$ cat config.mk
export PLATFORM = sky130hd
export DESIGN_NAME = if_fetch
export DESIGN_NICKNAME = d
export VERILOG_FILES = /design/src/rtl/if_fetch_pkg.sv /design/src/rtl/if_perf_cnt.sv /design/src/rtl/if_fetch.sv
export SDC_FILE = /design/constraint.sdc
export NUM_CORES = 1
export LEC_CHECK = 0
export ABC_CLOCK_PERIOD_IN_PS = 4900
export CORE_AREA = 2 2 85 120
export CTS_BUF_LIST = sky130_fd_sc_hd__clkbuf_4 sky130_fd_sc_hd__clkbuf_8
export DETAILED_ROUTE_END_ITERATION = 6
export DIE_AREA = 0 0 87 122
export PLACE_DENSITY = 0.61
export RECOVER_POWER = 100
export SLEW_MARGIN = 40
export SYNTH_ARGS = -nofsm -noshare
export SYNTH_HDL_FRONTEND = slang
export SYNTH_SLANG_ARGS = --single-unit
$ cat constraint.sdc
create_clock -name clk -period 4.9 [get_ports clk]
set_clock_uncertainty 0.15 [all_clocks]
set_input_delay 0.49 -clock clk [delete_from_list [all_inputs] [get_ports clk]]
set_output_delay 0.49 -clock clk [all_outputs]
set_load 0.03 [all_outputs]
$ cat src/rtl/if_fetch_pkg.sv
// -----------------------------------------------------------------------------
// if_fetch_pkg
// Shared definitions for the instruction fetch stage and its decoder partner:
//   - NOP_INSTR   : encoding of LLB R0,#0, presented while no fetch is valid
//   - fetch_state_e : BOOT / RUN / HOLD state encodings
//   - CNT_W       : width of the optional performance counters
//   - sat_inc     : saturating increment used by the performance counters
// -----------------------------------------------------------------------------
package if_fetch_pkg;

  localparam logic [15:0] NOP_INSTR = 16'hB000;
  localparam int          CNT_W     = 16;

  typedef enum logic [1:0] {
    ST_BOOT = 2'd0,
    ST_RUN  = 2'd1,
    ST_HOLD = 2'd2
  } fetch_state_e;

  // Saturating increment: sticks at all-ones instead of wrapping.
  function automatic logic [CNT_W-1:0] sat_inc(input logic [CNT_W-1:0] v);
    logic [CNT_W-1:0] r;
    if (v == {CNT_W{1'b1}}) begin
      r = v;
    end else begin
      r = v + {{(CNT_W-1){1'b0}}, 1'b1};
    end
    return r;
  endfunction

endpackage

$ cat src/rtl/if_perf_cnt.sv
// -----------------------------------------------------------------------------
// if_perf_cnt
// Two 16-bit saturating event counters for the fetch stage.
// Ports:
//   clk, rst_n        : clock, asynchronous active-low reset (clears counters)
//   inc_fetch         : one cycle with an instruction-memory read issued
//   inc_redir         : one cycle with a control-flow redirect
//   ifetch_cnt        : saturating count of inc_fetch cycles
//   redir_cnt         : saturating count of inc_redir cycles
// Only built when IF_PERF_CNT_EN is defined.
// -----------------------------------------------------------------------------
module if_perf_cnt
  import if_fetch_pkg::*;
(
  input  logic             clk,
  input  logic             rst_n,
  input  logic             inc_fetch,
  input  logic             inc_redir,
  output logic [CNT_W-1:0] ifetch_cnt,
  output logic [CNT_W-1:0] redir_cnt
);

  logic [CNT_W-1:0] ifetch_cnt_r;
  logic [CNT_W-1:0] redir_cnt_r;

  // Counter registers: bump on each event, saturating at all-ones.
  always_ff @(posedge clk or negedge rst_n) begin
    if (!rst_n) begin
      ifetch_cnt_r <= {CNT_W{1'b0}};
      redir_cnt_r  <= {CNT_W{1'b0}};
    end else begin
      if (inc_fetch) begin
        ifetch_cnt_r <= sat_inc(ifetch_cnt_r);
      end else begin
        ifetch_cnt_r <= ifetch_cnt_r;
      end
      if (inc_redir) begin
        redir_cnt_r <= sat_inc(redir_cnt_r);
      end else begin
        redir_cnt_r <= redir_cnt_r;
      end
    end
  end

  assign ifetch_cnt = ifetch_cnt_r;
  assign redir_cnt  = redir_cnt_r;

endmodule

$ cat src/rtl/if_fetch.sv
// -----------------------------------------------------------------------------
// if_fetch
// Instruction fetch stage of the 16-bit five-stage pipeline. Generates the PC
// and read strobe for a synchronous instruction memory (data one cycle after
// the read) and presents each fetched word plus its address+1 to decode.
// Honours the decoder stall without dropping or duplicating instructions and
// redirects on a taken branch / JAL / JR from EX.
// Ports:
//   clk, rst_n          : clock, asynchronous active-low reset
//   stall_IM_ID         : decoder is not accepting instr this cycle
//   flow_change_ID_EX   : redirect request (priority over stall)
//   dst_ID_EX           : redirect target
//   i_rd, iaddr         : IM read enable / address (combinational)
//   i_rdata             : IM read data, valid the cycle after i_rd
//   instr, nxt_pc       : instruction and its address+1 to decode (mux, not flopped)
//   ifetch_cnt          : read-issued cycle count (0 unless IF_PERF_CNT_EN)
//   redir_cnt           : redirect count          (0 unless IF_PERF_CNT_EN)
// Build option: define IF_PERF_CNT_EN to build the saturating counters.
// -----------------------------------------------------------------------------
module if_fetch
  import if_fetch_pkg::*;
#(
  parameter int              PC_W     = 16,
  parameter logic [PC_W-1:0] RESET_PC = {PC_W{1'b0}}
) (
  input  logic            clk,
  input  logic            rst_n,
  input  logic            stall_IM_ID,
  input  logic            flow_change_ID_EX,
  input  logic [PC_W-1:0] dst_ID_EX,
  output logic            i_rd,
  output logic [PC_W-1:0] iaddr,
  input  logic [15:0]     i_rdata,
  output logic [15:0]     instr,
  output logic [PC_W-1:0] nxt_pc,
  output logic [15:0]     ifetch_cnt,
  output logic [15:0]     redir_cnt
);

  // PC increment, modulo 2^PC_W (all-ones wraps to zero).
  function automatic logic [PC_W-1:0] pc_inc(input logic [PC_W-1:0] a);
    return a + {{(PC_W-1){1'b0}}, 1'b1};
  endfunction

  fetch_state_e    state_r;
  logic [PC_W-1:0] pc_r;
  logic [PC_W-1:0] rd_npc_r;
  logic [15:0]     hold_instr_r;
  logic [PC_W-1:0] hold_npc_r;

  logic            i_rd_s;
  logic [PC_W-1:0] iaddr_s;
  logic [15:0]     instr_s;
  logic [PC_W-1:0] nxt_pc_s;

  // Read request: a redirect always fetches its target; otherwise every state
  // issues at pc whenever decode accepts. Held off while in reset.
  always_comb begin
    i_rd_s  = 1'b0;
    iaddr_s = pc_r;
    if (flow_change_ID_EX) begin
      iaddr_s = dst_ID_EX;
      i_rd_s  = rst_n;
    end else begin
      iaddr_s = pc_r;
      i_rd_s  = rst_n & ~stall_IM_ID;
    end
  end

  // Decode-facing mux: live memory data in RUN, skid copy in HOLD, NOP in BOOT.
  always_comb begin
    instr_s  = NOP_INSTR;
    nxt_pc_s = RESET_PC;
    case (state_r)
      ST_BOOT: begin
        instr_s  = NOP_INSTR;
        nxt_pc_s = RESET_PC;
      end
      ST_RUN: begin
        instr_s  = i_rdata;
        nxt_pc_s = rd_npc_r;
      end
      ST_HOLD: begin
        instr_s  = hold_instr_r;
        nxt_pc_s = hold_npc_r;
      end
      default: begin
        instr_s  = NOP_INSTR;
        nxt_pc_s = RESET_PC;
      end
    endcase
  end

  // Fetch FSM and PC bookkeeping. rd_npc_r always tracks (address in flight)+1
  // so nxt_pc lines up with the word arriving on i_rdata next cycle.
  always_ff @(posedge clk or negedge rst_n) begin
    if (!rst_n) begin
      state_r      <= ST_BOOT;
      pc_r         <= RESET_PC;
      rd_npc_r     <= RESET_PC;
      hold_instr_r <= NOP_INSTR;
      hold_npc_r   <= RESET_PC;
    end else if (flow_change_ID_EX) begin
      // Redirect wins over stall; anything held is discarded.
      pc_r     <= pc_inc(dst_ID_EX);
      rd_npc_r <= pc_inc(dst_ID_EX);
      state_r  <= ST_RUN;
    end else begin
      case (state_r)
        ST_BOOT: begin
          if (!stall_IM_ID) begin
            pc_r     <= pc_inc(pc_r);
            rd_npc_r <= pc_inc(pc_r);
            state_r  <= ST_RUN;
          end else begin
            state_r  <= ST_BOOT;
          end
        end
        ST_RUN: begin
          if (!stall_IM_ID) begin
            pc_r     <= pc_inc(pc_r);
            rd_npc_r <= pc_inc(pc_r);
            state_r  <= ST_RUN;
          end else begin
            // The word on i_rdata is only valid this cycle; park it.
            hold_instr_r <= i_rdata;
            hold_npc_r   <= rd_npc_r;
            state_r      <= ST_HOLD;
          end
        end
        ST_HOLD: begin
          if (!stall_IM_ID) begin
            // Decode takes the held word now; the next read overlaps it.
            pc_r     <= pc_inc(pc_r);
            rd_npc_r <= pc_inc(pc_r);
            state_r  <= ST_RUN;
          end else begin
            state_r  <= ST_HOLD;
          end
        end
        default: begin
          state_r <= ST_BOOT;
        end
      endcase
    end
  end

  assign i_rd   = i_rd_s;
  assign iaddr  = iaddr_s;
  assign instr  = instr_s;
  assign nxt_pc = nxt_pc_s;

`ifdef IF_PERF_CNT_EN
  if_perf_cnt u_perf_cnt (
    .clk        (clk),
    .rst_n      (rst_n),
    .inc_fetch  (i_rd_s),
    .inc_redir  (flow_change_ID_EX),
    .ifetch_cnt (ifetch_cnt),
    .redir_cnt  (redir_cnt)
  );
`else
  assign ifetch_cnt = 16'h0000;
  assign redir_cnt  = 16'h0000;
`endif

endmodule
---- Word level (Yosys, flattened, before mapping) ----
Cells that the tools add are included.
cells by class
  equal/unequal tests ..................... 3
  add/subtract/negate cells ............... 2
  reduce and logical (&&, ||, !) cells .... 6
  muxes and demuxes ....................... 11
  bitwise logic cells ..................... 3
operator list
  kind                                                  number
  two-way mux 16 bit                                    4
  case mux 16 bit (2 select lines)                      2
  adder 16 x 1 -> 16 bit (second input constant)        2
  two-way mux 2 bit                                     2
  case mux 2 bit (2 select lines)                       1
  AND reduction 3 bit                                   1
  OR reduction 3 bit                                    1
  equality test 2 x 1 -> 1 bit (second input constant)  1
  equality test 2 bit (second input constant)           1
  logical NOT 2 bit                                     1
  two-way mux 1 bit                                     2
  != test 2 x 1 -> 1 bit (second input constant)        1
  NOT 1 bit                                             2
  AND reduction 2 bit                                   1
  nonzero test 2 bit                                    1
  OR reduction 2 bit                                    1
  bitwise AND 1 bit                                     1
word-level totals
  word-level logic and storage cells ...... 29
  bits in registers ....................... 50
  output and inout bits ................... 81
  bits of input ports ..................... 36

---- Longest topological paths before layout ----
Gate-level depths: netlist of the first run.
  depth in word-level cells ............... 4
  gate-level depth with buffers ........... 9
  mapped depth without buffers ............ 6

---- Least setup slack after synthesis of the first run ----
No wires, ideal clock.
  kind .................................... input -> register
  start ................................... input port flow_change_ID_EX
  end ..................................... register rd_npc_r[10]
  arrival time ............................ 2251 ps
  cell stages on the path ................. 9
  path slack .............................. 2404 ps
  setup time .............................. 95 ps
  required time ........................... 4655 ps
  buffers on the path ..................... 3
  cells stage by stage .................... buf_6 > buf_4 > buf_2 > mux2_2 > ha_1 > inv_1 > a211oi_1 > a31oi_1 > o31ai_1
on the way
  word-level cells in the longest chain between the ends .. 2
  elaborated cells on any way between the ends .. 4
  classes of those cells .................. eq/ne (1); mux (1); reduce/logical (2)
ends and longest elaborated chain
  element                                                                               line             RTL
  start: declaration                                                                    if_fetch.sv:29   input logic flow_change_ID_EX,
  != test 2 x 1 -> 1 bit (no source line) / nonzero test 2 bit (equally long branches)  n/a
  AND reduction 2 bit (no source line)                                                  n/a
  end signal: assignment                                                                if_fetch.sv:106  rd_npc_r <= pc_inc(dst_ID_EX);
  end signal: assignment                                                                if_fetch.sv:113  rd_npc_r <= pc_inc(pc_r);
  end signal: assignment                                                                if_fetch.sv:122  rd_npc_r <= pc_inc(pc_r);
  end: declaration                                                                      if_fetch.sv:47   logic [PC_W-1:0] rd_npc_r;
Parallel ways exist; a longest one is shown, timed or not.
A chain may end at the register's enable or synchronous reset.

---- Worst setup path in the final report of the first run ----
  start ................................... register state_r[1]
  end ..................................... output port nxt_pc[6]
on the way
  word-level cells in the longest chain between the ends .. 2
  elaborated cells on any way between the ends .. 3
  classes of those cells .................. eq/ne (2); mux (1)
ends and longest elaborated chain
  element                                                                     line             RTL
  start: declaration                                                          if_fetch.sv:45   fetch_state_e state_r;
  start signal: assignment                                                    if_fetch.sv:98   state_r <= ST_BOOT;
  start signal: assignment                                                    if_fetch.sv:107  state_r <= ST_RUN;
  start signal: assignment                                                    if_fetch.sv:114  state_r <= ST_RUN;
  equality test 2 bit / equality test 2 x 1 -> 1 bit (equally long branches)  if_fetch.sv:74   case (state_r)
  case mux 16 bit (2 select lines) *                                          if_fetch.sv:74
  end: declaration                                                            if_fetch.sv:35   output logic [PC_W-1:0] nxt_pc,
Every way passes the cells marked *; elsewhere a longest branch is shown, timed or not.

==> out/qor.yml, run 1 <==
outcome:
  violations: "max-capacitance violations, max-slew violations"
  status: "finished, violations left"
cts:
  cts_tree: "built"
  clkSlewWorstSetupHoldPaths_ns: 0.09
  clock_path_buffers: 2
  clockRootBuffer: "clkbuf_8"
  cts_resized: 0
  cts_num_sinks: 50
  postCtsHoldBufs: 0
  postCtsSetupBuffers: 0
  cts_buffers: 5
  clk_latency_ns: 0.31
  h-tree-depth: 2
placed_design:
  place_ws_ns: 1.74
  dp_hpwl_mm: 5.72
  place.gp.congestion: 0.955
  dpl_cell_area_mm2: 0.00412
  portBuffers: 84
critical_path:
  crit_arrival_ns: 3.20
  required_ns: 4.26
  critPathLaunch: "state_r[1]"
  cp_max_fo: 19
  path_class: "reg -> out"
  r2r-start: "state_r[1]"
  worstSetupStartpointType: "flip-flop"
  worst_setup_path_end_kind: "output pin"
yosys:
  synthCells: 328
  synth_common_cells: "dfrtp_1, mux2_2, a22oi_1"
  ys.flop_type: "dfrtp_1"
  yosys.area.top_type: "dfrtp_1"
  synth_top_area_share_pct: 35.7
  yosys-top-cells-area: "dfrtp_1, mux2_2, a22oi_1, buf_4, nor2b_1"
  avgSynthCellArea_um2: 10.0
  ys_ff_latch: 50
  ys_warn_count: 0
  synth_edf_count: 0
  yosysMostFrequentCell: "dfrtp_1"
  netlist_area_mm2: 0.00329
  async_flop_share_pct: 100
  ys_seq_area_share_pct: 38.1
  synth.distinct_cells: 46
cells_and_area:
  fin_area_mm2: 0.00418
  finalCoreUtilization_pct: 43.4
  layout.nets: 448
  multiInputGateArea_mm2: 0.00178
  fill_cells: 939
  regArea_mm2: 0.00125
  area_delta_synth_final_pct: 27.1
  diodes: 0
  final_layout_size_suffix_gt1_share_pct: 15.0
power_and_ir_drop:
  ir_drop_uv: 127
  power_mw: 1.42
  p_per_area_mw_per_mm2: 339
  cellLeakagePower_nw: 1.87
sta:
  tns_ns: 0
  report.final.slew_viol_count: 33
  tightestPinTransition_ns: 1.77
  setup_ws_ns: 1.06
  finalCritPeriodShare_pct: 78.4
  period_minus_slack_ns: 3.84
  final_hold_viol_count: 0
  slew_headroom_pct: -18.3
  max_freq_mhz: 260
  setup_viol: 0
  rsz0062_at_grt: "no"
floorplan:
  num_rows: 43
  core_area_mm2: 0.00963
  die-height_um: 122
  die_width_um: 87
  io_pins: 117
  die_area_mm2: 0.0106
  initial_core_util_pct: 34.2
hold_path:
  min_path_type: "in -> async"
drt:
  drc_errors: 0
  first_pass_iters: 4
  postRouteAntennaNets: 0
  initialDrtViolationCount: 98
  routedWlPerCell_um: 15.0
  routed_via_density: 5.05
  wirelength_mm: 7.80
  num_vias: 2623
grt:
  grt_pass1_vias: 2568
  grt_start_max_net_pins: 52
  overflow: 0
  grt_pass1_wl_mm: 12.6
  grt_use_total_pct: 15.0
  antenna_found_initial: 0
job:
  cap_violations: 1
==> where the power goes <==
group	leakage (nW)	switching, mW	internal, mW
clock network	0.0441	0.143	0.101
registers	0.599	0.0789	0.523
logic	1.23	0.323	0.248
==> layout make-up <==
cell class              instances  share of cell area (%)
well taps                     112                    3.35
clock inverters                 3                   0.509
multi-input cells             248                    42.6
repair buffers                 91                    21.0
flip-flops and latches         50                    30.0
inverters                      10                   0.897
clock buffers                   5                    1.65
==> stage by stage <==
step / instances / hold slack (ns)
6_report: 519 / 0.129
5_1_grt: 519 / 0.181
4_1_cts: 519 / 0.156
3_5_place_dp: 511 / 0.343
3_3_place_gp: 510 / 0.337
2_1_floorplan: 359 / 0.0444
==> cells in the final DEF, fill, tap and decap left out, types with 2 or more instances in the layout <==
cell type,count
conb_1,32
nor3_1,5
and3_1,2
xnor2_1,3
clkbuf_8,5
dfstp_2,3
mux2i_1,6
and2_1,2
a211o_1,2
a22oi_1,35
buf_4,4
nand3_1,3
clkdlybuf4s50_1,33
nand3b_1,2
inv_1,10
clkbuf_1,3
dfrtp_1,47
nor2_1,8
o21ai_0,6
and4_1,5
ha_1,6
mux2_2,41
a21oi_1,7
o31ai_1,7
dlygate4sd3_1,50
a31oi_1,5
nand2_1,22
nor2b_1,31
==> final timing paths <==
kind	end	slack, ns	cells past startpoint
max	nxt_pc[6]	1.06	6
min	hold_npc_r[2]	0.13	2
max reg2reg	hold_instr_r[10]	1.39	6
min reg2reg	hold_npc_r[4]	0.36	1
max in group asynchronous	hold_instr_r[6]	4.02	2
min in group clk	hold_npc_r[4]	0.36	1
==> flip-flops by register name, summed over array words and instances, names as in the netlist <==
register,count
hold_npc_r,16
rd_npc_r,16
state_r,2
hold_instr_r,16
==> routing by layer <==
metal	wire [um]	global-route usage, %	vias up
li1	-	-	1270
met1	3280	18.0	1248
met2	3930	25.8	92
met3	407	2.91	13
met4	178	6.54	0
met5	0	0	-
==> critical path, stage by stage, from the launching register on <==
cell and delay [ns]:
dfrtp_1 0.43, inv_1 0.09, ha_1 0.51, clkbuf_1 0.74
a22oi_1 0.15, nor2b_1 0.20, dlygate4sd3_1 0.76
==> cell families (layout without fill, tap and decap cells) <==
| logic type | after synthesis | in the layout | share of synthesized area (%) |
|---|---|---|---|
| multiplexers | 48 | 48 | 16.2 |
| other | 1 | 32 | 0.114 |
| buffers and inverters | 61 | 109 | 11.0 |
| AND/OR/NAND/NOR | 87 | 87 | 16.0 |
| flip-flops | 50 | 50 | 38.1 |
| AO/OA/AOI/OAI | 72 | 72 | 15.5 |
| XOR/XNOR | 3 | 3 | 0.798 |
| adder cells (fa/ha/maj) | 6 | 6 | 2.28 |
(Power assumes the default switching activity.)
==> run 2, diff against run 1 <==
- ABC_CLOCK_PERIOD_IN_PS: 4900 -> 3900
- clock period: 4.9 -> 3.9 ns (I/O delays scaled with it)
==> out/qor.yml, run 2 (same netlist as run 1, synthesis figures left out) <==
critical_path:
  crit_chain: "inv_1 -> ha_1 -> clkbuf_2 -> a22oi_1 -> nor2b_1 -> dlygate4sd3_1"  # was inv_1 -> ha_1 -> clkbuf_1 -> a22oi_1 -> nor2b_1 -> dlygate4sd3_1
  r2r-start: "state_r[1]"  # unchanged
  critPathSlowestCell: "dlygate4sd3_1"  # unchanged
  worstSetupStartpointType: "flip-flop"  # unchanged
  cp_max_fo: 22  # was 19
  cp_slowest_stage_delay_ns: 0.74  # was 0.76 ns
  worst_setup_path_end_kind: "output pin"  # unchanged
  crit_arrival_ns: 2.85  # was 3.20 ns
  path_class: "reg -> out"  # unchanged
  required_ns: 3.36  # was 4.26 ns
  rr_worst_depth: 5  # was 6
  rr_endpoint: "hold_instr_r[8]"  # was hold_instr_r[10]
  r2r_slack_ns: 1.01  # was 1.39 ns
power_and_ir_drop:
  p_per_area_mw_per_mm2: 437  # was 339 mW/mm^2
  cellLeakagePower_nw: 1.89  # was 1.87 nW
  ir_drop_uv: 142  # was 127 uV
  power_mw: 1.84  # was 1.42 mW
cts:
  cts_resized: 0  # unchanged
  clockRootBuffer: "clkbuf_8"  # unchanged
  clkSlewWorstSetupHoldPaths_ns: 0.08  # was 0.09 ns
  postCtsHoldBufs: 0  # unchanged
  clk_latency_ns: 0.31  # about the same
  cts_buffers: 5  # unchanged
  cts_tree: "built"  # unchanged
  cts_num_sinks: 50  # unchanged
  clock_path_buffers: 2  # unchanged
  h-tree-depth: 2  # unchanged
  postCtsSetupBuffers: 0  # unchanged
floorplan:
  io_pins: 117  # unchanged
  core_area_mm2: 0.00963  # unchanged
  die_width_um: 87  # unchanged
  initial_core_util_pct: 34.2  # unchanged
  die_area_mm2: 0.0106  # unchanged
  die-height_um: 122  # unchanged
  num_rows: 43  # unchanged
drt:
  wirelength_mm: 7.80  # about the same
  postRouteAntennaNets: 0  # unchanged
  drc_errors: 0  # unchanged
  initialDrtViolationCount: 128  # was 98
  num_vias: 2641  # was 2623
  routedWlPerCell_um: 15.0  # about the same
  first_pass_iters: 4  # unchanged
  routed_via_density: 5.08  # was 5.05
grt:
  overflow: 0  # unchanged
  grt_start_max_net_pins: 51  # was 52
  grt_pass1_wl_mm: 12.9  # was 12.6 mm
  antenna_found_initial: 0  # unchanged
  grt_use_total_pct: 15.3  # was 15.0%
  grt_pass1_vias: 2524  # was 2568
cells_and_area:
  layout.nets: 449  # was 448
  mostFrequentLayoutCells: "dlygate4sd3_1, dfrtp_1, mux2_2, a22oi_1, clkdlybuf4s50_1"  # unchanged
  mostFrequentLayoutCell: "dlygate4sd3_1"  # unchanged
  final_layout_size_suffix_gt1_share_pct: 14.7  # was 15.0%
  diodes: 0  # unchanged
  area_delta_synth_final_pct: 27.6  # was 27.1%
  top_regs: "hold_instr_r (16), hold_npc_r (16), rd_npc_r (16)"  # unchanged
sta:
  final_hold_viol_count: 0  # unchanged
  finalCritPeriodShare_pct: 86.8
  setup_viol: 0  # unchanged
  tightestPinTransition_ns: 2.64  # was 1.77 ns
  rsz0062_at_grt: "no"  # unchanged
  slew_headroom_pct: -75.9  # was -18.3%
  max_freq_mhz: 295
  tns_ns: 0  # unchanged
  period_minus_slack_ns: 3.39
  report.final.slew_viol_count: 51  # was 33
hold_path:
  whs_path_depth: 1
  holdCritStartpoint: "hold_npc_r[8]"
  hold_path_end: "hold_npc_r[8]"
  min_path_type: "reg -> reg"  # was in -> async
outcome:
  status: "finished, violations left"  # unchanged
  violations: "max-capacitance violations, max-slew violations"  # unchanged
job:
  cap_violations: 1  # unchanged
placed_design:
  place.gp.congestion: 0.881  # was 0.955
  portBuffers: 84  # unchanged
  dp_hpwl_mm: 5.71  # was 5.72 mm
[run 2: layout make-up]
type	instances	area (um^2)
Fill cell	947	5430
Multi-Input combinational cell	248	1780
Sequential cell	50	1250
Timing Repair Buffer	92	881
Tap cell	112	140
Clock buffer	5	68.8
Clock inverter	3	40.0
Inverter	10	37.5
[run 2: worst max-delay path by stage]
stage                            startpoint      endpoint  slack (ns)  depth (start not counted)
after floorplan           flow_change_ID_EX  rd_npc_r[10]        1.50                          9
after global placement    flow_change_ID_EX  rd_npc_r[11]        1.01                          6
after detailed placement         state_r[0]     nxt_pc[5]        0.99                          4
after CTS                        state_r[0]     nxt_pc[5]        0.63                          4
after global routing             state_r[1]    nxt_pc[10]        0.30                          6
final                            state_r[1]    nxt_pc[14]        0.51                          6
[run 2: where the power goes]
part           switching, mW  internal, mW  total (mW)  leakage (nW)
registers              0.100         0.658       0.758         0.599
clock network          0.167         0.189       0.356        0.0579
logic                  0.408         0.313       0.721          1.23
[run 2: worst max-delay path, delay by kind of cell (launching register included)]
family	cells	cell delay, ns
AO/OA/AOI/OAI	1	0.16
flip-flops	1	0.43
buffers and inverters	3	1.33
AND/OR/NAND/NOR	1	0.14
adder cells (fa/ha/maj)	1	0.47
[run 2: stage by stage]
| stage | hold slack [ns] | std cells | util, % | setup WS [ns] | cell area [um^2] |
|---|---|---|---|---|---|
| 4_1_cts | 0.114 | 520 | 44.0 | 0.634 | 4240 |
| 5_1_grt | 0.375 | 520 | 43.6 | 0.297 | 4200 |
| 3_3_place_gp | 0.337 | 511 | 42.8 | 1.01 | 4130 |
| 2_1_floorplan | -0.0556 | 359 | - | 1.50 | 3410 |
| 3_5_place_dp | 0.344 | 512 | 42.9 | 0.991 | 4130 |
| 6_report | 0.361 | 520 | 43.6 | 0.515 | 4200 |
[run 2: layer usage]
layer,GRT usage [%],up-vias,share of wire (%)
met5,0,-,0
met4,4.30,0,1.4
met3,3.05,8,5.8
met2,25.6,95,50
met1,20.0,1259,42
li1,-,1279,-
